### src/rtl/sram_arbiter_if.sv
// Signal bundle between two requesters, the arbiter and a single-port SRAM.
// slave = arbiter side; master = requesters plus SRAM model side.
interface sram_arbiter_if #(
    parameter int unsigned Width = 32,
    parameter int unsigned Aw    = 15
);
    localparam int unsigned Mw = Width / 8;

    logic [1:0]            req_valid_i;
    logic [1:0]            req_ready_o;
    logic [1:0]            req_write_i;
    logic [1:0][Aw-1:0]    req_addr_i;
    logic [1:0][Width-1:0] req_wdata_i;
    logic [1:0][Mw-1:0]    req_wmask_i;
    logic [1:0]            rsp_valid_o;
    logic [1:0]            rsp_ready_i;
    logic [Width-1:0]      rsp_rdata_o;
    logic                  sram_req_o;
    logic                  sram_write_o;
    logic [Aw-1:0]         sram_addr_o;
    logic [Width-1:0]      sram_wdata_o;
    logic [Mw-1:0]         sram_wmask_o;
    logic [Width-1:0]      sram_rdata_i;

    modport slave (
        input  req_valid_i, req_write_i, req_addr_i, req_wdata_i, req_wmask_i,
        input  rsp_ready_i, sram_rdata_i,
        output req_ready_o, rsp_valid_o, rsp_rdata_o,
        output sram_req_o, sram_write_o, sram_addr_o, sram_wdata_o, sram_wmask_o
    );

    modport master (
        output req_valid_i, req_write_i, req_addr_i, req_wdata_i, req_wmask_i,
        output rsp_ready_i, sram_rdata_i,
        input  req_ready_o, rsp_valid_o, rsp_rdata_o,
        input  sram_req_o, sram_write_o, sram_addr_o, sram_wdata_o, sram_wmask_o
    );
endinterface

### src/rtl/sram_arbiter.sv
// Two-requester arbiter for a single-port SRAM with 1-cycle read latency and response hold.
// Define SRAM_ARB_ROUND_ROBIN_EN for round-robin arbitration; default is fixed priority (requester 0 wins).
module sram_arbiter #(
    parameter int unsigned Width = 32,
    parameter int unsigned Aw    = 15
) (
    input  logic           clk_i,
    input  logic           rst_i,
    sram_arbiter_if.slave  bus
);
    typedef enum logic [1:0] {IDLE, RESP, HOLD} state_e;

    state_e           state_q, state_d;
    logic             owner_q, owner_d;
    logic [Width-1:0] hold_q, hold_d;
    logic             rsp_fire;
    logic             issue_ok;
    logic [1:0]       req_elig;
    logic             grant_vld;
    logic             grant_idx;

`ifdef SRAM_ARB_ROUND_ROBIN_EN
    logic ptr_q, ptr_d;
`endif

    // A new access may issue only when the response path is free this cycle.
    always_comb begin
        rsp_fire  = (state_q != IDLE) && bus.rsp_ready_i[owner_q];
        issue_ok  = !rst_i && ((state_q == IDLE) || rsp_fire);
        req_elig  = bus.req_valid_i & {2{issue_ok}};
        grant_vld = |req_elig;
`ifdef SRAM_ARB_ROUND_ROBIN_EN
        grant_idx = req_elig[ptr_q] ? ptr_q : ~ptr_q;
`else
        grant_idx = ~req_elig[0];
`endif
    end

    // Grant handshake and SRAM strobe are combinational in the grant cycle.
    always_comb begin
        bus.req_ready_o  = '0;
        bus.sram_req_o   = 1'b0;
        bus.sram_write_o = 1'b0;
        bus.sram_addr_o  = '0;
        bus.sram_wdata_o = '0;
        bus.sram_wmask_o = '0;
        if (grant_vld) begin
            bus.req_ready_o[grant_idx] = 1'b1;
            bus.sram_req_o   = 1'b1;
            bus.sram_write_o = bus.req_write_i[grant_idx];
            bus.sram_addr_o  = bus.req_addr_i[grant_idx];
            bus.sram_wdata_o = bus.req_wdata_i[grant_idx];
            bus.sram_wmask_o = bus.req_wmask_i[grant_idx];
        end
    end

    always_comb begin
        bus.rsp_valid_o = '0;
        bus.rsp_rdata_o = '0;
        if (!rst_i) begin
            case (state_q)
                RESP: begin
                    bus.rsp_valid_o[owner_q] = 1'b1;
                    bus.rsp_rdata_o          = bus.sram_rdata_i;
                end
                HOLD: begin
                    bus.rsp_valid_o[owner_q] = 1'b1;
                    bus.rsp_rdata_o          = hold_q;
                end
                default: ;
            endcase
        end
    end

    always_comb begin
        state_d = state_q;
        owner_d = owner_q;
        hold_d  = hold_q;
        case (state_q)
            IDLE: begin
                if (grant_vld) begin
                    state_d = RESP;
                    owner_d = grant_idx;
                end
            end
            RESP, HOLD: begin
                if (rsp_fire) begin
                    if (grant_vld) begin
                        state_d = RESP;
                        owner_d = grant_idx;
                    end else begin
                        state_d = IDLE;
                    end
                end else if (state_q == RESP) begin
                    // SRAM data is only live for one cycle; keep it for the stalled owner.
                    state_d = HOLD;
                    hold_d  = bus.sram_rdata_i;
                end
            end
            default: state_d = IDLE;
        endcase
    end

    always_ff @(posedge clk_i) begin
        if (rst_i) begin
            state_q <= IDLE;
            owner_q <= 1'b0;
            hold_q  <= '0;
        end else begin
            state_q <= state_d;
            owner_q <= owner_d;
            hold_q  <= hold_d;
        end
    end

`ifdef SRAM_ARB_ROUND_ROBIN_EN
    // Pointer favours the requester that was not served last.
    always_comb begin
        ptr_d = ptr_q;
        if (grant_vld) begin
            ptr_d = ~grant_idx;
        end
    end

    always_ff @(posedge clk_i) begin
        if (rst_i) begin
            ptr_q <= 1'b0;
        end else begin
            ptr_q <= ptr_d;
        end
    end
`endif

endmodule
### src/flat_wrapper.sv
// flat-port wrapper written by rule: the top's interface ports become plain ports
module sram_arbiter_flat 
#(
    parameter int unsigned Width = 32,
    parameter int unsigned Aw    = 15
)
  (clk_i, rst_i, bus_req_valid_i, bus_req_write_i, bus_req_addr_i, bus_req_wdata_i, bus_req_wmask_i, bus_rsp_ready_i, bus_sram_rdata_i, bus_req_ready_o, bus_rsp_valid_o, bus_rsp_rdata_o, bus_sram_req_o, bus_sram_write_o, bus_sram_addr_o, bus_sram_wdata_o, bus_sram_wmask_o);
  sram_arbiter_if #(.Width(Width), .Aw(Aw)) bus_i ();
  input  logic clk_i;
  input  logic rst_i;
  input wire logic [$bits(bus_i.req_valid_i)-1:0] bus_req_valid_i;
  input wire logic [$bits(bus_i.req_write_i)-1:0] bus_req_write_i;
  input wire logic [$bits(bus_i.req_addr_i)-1:0] bus_req_addr_i;
  input wire logic [$bits(bus_i.req_wdata_i)-1:0] bus_req_wdata_i;
  input wire logic [$bits(bus_i.req_wmask_i)-1:0] bus_req_wmask_i;
  input wire logic [$bits(bus_i.rsp_ready_i)-1:0] bus_rsp_ready_i;
  input wire logic [$bits(bus_i.sram_rdata_i)-1:0] bus_sram_rdata_i;
  output wire logic [$bits(bus_i.req_ready_o)-1:0] bus_req_ready_o;
  output wire logic [$bits(bus_i.rsp_valid_o)-1:0] bus_rsp_valid_o;
  output wire logic [$bits(bus_i.rsp_rdata_o)-1:0] bus_rsp_rdata_o;
  output wire logic [$bits(bus_i.sram_req_o)-1:0] bus_sram_req_o;
  output wire logic [$bits(bus_i.sram_write_o)-1:0] bus_sram_write_o;
  output wire logic [$bits(bus_i.sram_addr_o)-1:0] bus_sram_addr_o;
  output wire logic [$bits(bus_i.sram_wdata_o)-1:0] bus_sram_wdata_o;
  output wire logic [$bits(bus_i.sram_wmask_o)-1:0] bus_sram_wmask_o;
  assign bus_i.req_valid_i = bus_req_valid_i;
  assign bus_i.req_write_i = bus_req_write_i;
  assign bus_i.req_addr_i = bus_req_addr_i;
  assign bus_i.req_wdata_i = bus_req_wdata_i;
  assign bus_i.req_wmask_i = bus_req_wmask_i;
  assign bus_i.rsp_ready_i = bus_rsp_ready_i;
  assign bus_i.sram_rdata_i = bus_sram_rdata_i;
  assign bus_req_ready_o = bus_i.req_ready_o;
  assign bus_rsp_valid_o = bus_i.rsp_valid_o;
  assign bus_rsp_rdata_o = bus_i.rsp_rdata_o;
  assign bus_sram_req_o = bus_i.sram_req_o;
  assign bus_sram_write_o = bus_i.sram_write_o;
  assign bus_sram_addr_o = bus_i.sram_addr_o;
  assign bus_sram_wdata_o = bus_i.sram_wdata_o;
  assign bus_sram_wmask_o = bus_i.sram_wmask_o;
  sram_arbiter #(.Width(Width), .Aw(Aw)) u_core (.clk_i(clk_i), .rst_i(rst_i), .bus(bus_i));
endmodule
### config.mk
export PLATFORM = sky130hd
export DESIGN_NAME = sram_arbiter_flat
export DESIGN_NICKNAME = d
export VERILOG_FILES = /design/src/rtl/sram_arbiter_if.sv /design/src/rtl/sram_arbiter.sv /design/src/flat_wrapper.sv
export SDC_FILE = /design/constraint.sdc
export NUM_CORES = 1
export LEC_CHECK = 0
export CAP_MARGIN = 10
export CORE_MARGIN = 2
export CORE_UTILIZATION = 33
export CTS_CLUSTER_DIAMETER = 50
export DETAILED_ROUTE_END_ITERATION = 7
export GPL_ROUTABILITY_DRIVEN = 0
export GPL_TIMING_DRIVEN = 0
export HOLD_SLACK_MARGIN = 0.12
export PLACE_DENSITY_LB_ADDON = 0.15
export SKIP_CTS_REPAIR_TIMING = 1
export SYNTH_ARGS = -nofsm -noshare
export SYNTH_HDL_FRONTEND = slang
export SYNTH_SLANG_ARGS = --single-unit
### constraint.sdc
create_clock -name clk_i -period 2.03 [get_ports clk_i]
set_input_delay 0.203 -clock clk_i [delete_from_list [all_inputs] [get_ports clk_i]]
set_output_delay 0.203 -clock clk_i [all_outputs]
set_load 0.01 [all_outputs]
==> impl_results.md <==
- Ys async rst share: 0%
- Most frequent CP cell: buf_4
- CTS clk-pin slew, worst paths: 70 ps
- Arrival time at the worst endpoint: 1750 ps
- Worst-case clock buffer depth: 2
- Ys Warns: 0
- Chip width: 95.85 um
- GRT Resource Usage Total: 24.27%
- Tightest Pin Transition: 473.5 ps
- Post-synthesis sequential area ratio: 25.17%
- Initial Utilization: 33.88%
- Clock Sinks: 35
- Wire per inst: 17.56 um
- Clk_skew: 2.165 ps
- Root Buffer: clkbuf_8
- Die area: 0.009187 mm^2
- Count of final setup violators: 0
- Post-Route WL: 12,770 um
- Residual DRC: 0
- Routed Antenna Nets: 0
- Crit path to: bus_sram_addr_o[5]
- Skew-Pair Late Insertion Delay: 290 ps
- Placed cells: 712
- Vias in the first global route: 3,482
- CP Cell Sequence: mux2_4, o21ai_4, buf_4, buf_4, nor2_1, dlymetal6s2s_1
- Drt first pass iters: 5
- I/O pin total: 231
- FMAX: 511.3 MHz
- Synth Register Bits: 35
- Final Non-Filler Cells: 727
- Chip height: 95.85 um
- Family with the most delay on the worst path: buffers and inverters
- Layout cells sized above 1: 10.31%
- Final Util: 69.99%
- Net Count, Synth: 523
- Critical Path Stages: 6
- Port Buf Inserts: 230
- Reg2reg setup slack: 260 ps
- Worst R2R Path Depth: 6
- Initial antenna violation count: 1
- Vias: 3,811
- Slew headroom: 68.43%
- Post-synth top flop: dfxtp_1
- Max_cap viols: 0
- Min-Delay Path Class: primary input to flip-flop
- Area growth, synth to finish: 106.6%
- Crit path time final: 1956 ps
- Via/cell ratio: 5.242
- Worst setup startpoint: u_core.owner_q$_SDFFE_PP0P_
- Unrepaired setup endpoints after global routing: false
- Largest net degree at the start of global routing: 12
- WP data required: 1830 ps
- Grt ovf: 0
- FF-to-FF End: u_core.hold_q[26]$_SDFFE_PP0P_
- CTS tree: done
- CP max FO: 10
- Critical path's slowest cell: dfxtp_2
- First-pass GRT wire length: 17,560 um
- Crit path kind: flip-flop to output pin
- Synth cell types: 31
- Rows: 33
- Cts bufs inserted: 5
- Mapped Avg Cell Area: 7.384 um^2
- Leak: 3.500 nW
- Number of nets in the layout: 766
- Reg-to-reg critical path startpoint: u_core.owner_q$_SDFFE_PP0P_
- Cell depth of the worst hold path: 4
- CP Buf/Inv Count: 3
- Critical Path Source Type: flip-flop
- Power Density: 761.9 mW/mm^2
- Status: completed
- VDD IR max: 0.5482 mV
- Post-Syn Area: 0.002784 mm^2
- Detailed Place HPWL: 9608 um
- H-tree depth: 2
- Core ar.: 0.008217 mm^2
- Max-slew violation count: 0
- Endpoint class of the critical path: output pin
- Mapped Cells: 377
- Fin crit share: 96.34%
- Initial drt markers: 150
- Hold Fails Final Rpt: 0
- Crit-path max cell delay: 370 ps
- EDFF count, synth: 0
cell usage in the layout, fill, tap and decap left out, types with 2 or more instances in the layout:
| cell | Yosys | routed |
|---|---|---|
| buf_8 | 3 | 3 |
| nand2b_1 | 37 | 36 |
| buf_4 | 5 | 18 |
| inv_1 | 6 | 3 |
| nor2_2 | 0 | 2 |
| mux2i_1 | 33 | 33 |
| nor2_1 | 91 | 89 |
| ha_4 | 0 | 3 |
| clkbuf_4 | 0 | 14 |
| clkbuf_1 | 25 | 6 |
| inv_2 | 0 | 3 |
| dfxtp_1 | 35 | 32 |
| a22oi_1 | 84 | 84 |
| clkdlybuf4s50_1 | 0 | 139 |
| a221oi_1 | 2 | 2 |
| buf_2 | 3 | 3 |
| nand2_1 | 29 | 29 |
| dlymetal6s2s_1 | 0 | 90 |
| dfxtp_2 | 0 | 3 |
| clkbuf_8 | 0 | 6 |
cell usage after synthesis, drive strengths merged (2+ instances only):
master	n	area (um^2)
nor2	91	341.6
o21ai	2	13.76
buf	14	108.9
dfxtp	35	700.7
nand2	29	108.9
mux2i	33	330.3
a221oi	2	17.52
nand2b	37	231.5
a22oi	84	630.6
inv	6	22.52
clkbuf	25	93.84
ha	4	50.05
per-layer routing:
metal | global-route usage [%] | up-vias | routed length, um
met4 | 8.333 | 0 | 371
met3 | 5.168 | 25 | 907
li1 | - | 1819 | -
met5 | 0 | - | 0
met2 | 43.47 | 156 | 6432
met1 | 28.54 | 1811 | 5055
flip-flops by register name, summed over array words and instances (netlist names):
signal,count
u_core.hold_q,32
u_core.owner_q,1
u_core.state_q,2
report_power, final:
part           leakage [nW]  internal (mW)  switching [mW]  total (mW)
Clock                0.0612          0.397           0.254       0.651
Sequential            0.285          0.869           0.123       0.992
Combinational          3.15           1.41            1.33        2.74
layout make-up:
type | count | area [um^2]
Multi-Input combinational cell | 296 | 1912
Inverter | 7 | 26.28
Timing Repair Buffer | 239 | 2587
Clock buffer | 6 | 82.58
Sequential cell | 35 | 704.4
Tap cell | 105 | 131.4
Antenna cell | 1 | 2.502
Clock inverter | 2 | 35.03
Buffer | 36 | 269.0
Fill cell | 670 | 2466
worst reg2reg max path, stage by stage, from the launching register on:
cell and delay [ps]:
dfxtp_2 370, mux2_4 350, buf_4 160, buf_4 140, a21oi_4 270, buf_8 210
mux2i_1 200
worst min-delay path by stage:
stage,from,endpoint,slack (ps)
floorplan,bus_sram_rdata_i[0],u_core.hold_q[0]$_SDFFE_PP0P_,350
global placement,u_core.hold_q[10]$_SDFFE_PP0P_,u_core.hold_q[10]$_SDFFE_PP0P_,440
CTS,u_core.hold_q[5]$_SDFFE_PP0P_,u_core.hold_q[5]$_SDFFE_PP0P_,460
finish,bus_req_valid_i[1],u_core.owner_q$_SDFFE_PP0P_,450
detailed placement,u_core.hold_q[0]$_SDFFE_PP0P_,u_core.hold_q[0]$_SDFFE_PP0P_,450
global route,bus_req_valid_i[1],u_core.owner_q$_SDFFE_PP0P_,470
per-stage QoR:
step / setup slack (ps) / power, mW / hold slack (ps) / setup TNS, ps / instance area [um^2]
6_report: 74.21 / 4.381 / 446.4 / 0 / 5751
3_3_place_gp: -520.8 / 3.457 / 443.8 / -34430 / 5218
3_5_place_dp: -556.5 / 3.517 / 447.9 / -37360 / 5218
5_1_grt: 17.27 / 4.625 / 473.6 / 0 / 5751
2_1_floorplan: 322.8 / 2.428 / 345.1 / 0 / 2784
4_1_cts: -827.8 / 4.179 / 459.8 / -52480 / 5335
logic make-up (layout without fill, tap and decap cells):
| group | count (synthesis) | in the layout | synth area share [%] |
|---|---|---|---|
| simple gates | 160 | 160 | 25.21 |
| compound gates | 98 | 98 | 27.19 |
| buf+inv | 46 | 290 | 8.224 |
| flops | 35 | 35 | 25.17 |
| mux | 34 | 34 | 12.40 |
| fa+ha+maj | 4 | 4 | 1.798 |
| other cells | 0 | 1 | 0 |
Note: power is estimated with default switching activity, not from simulation.
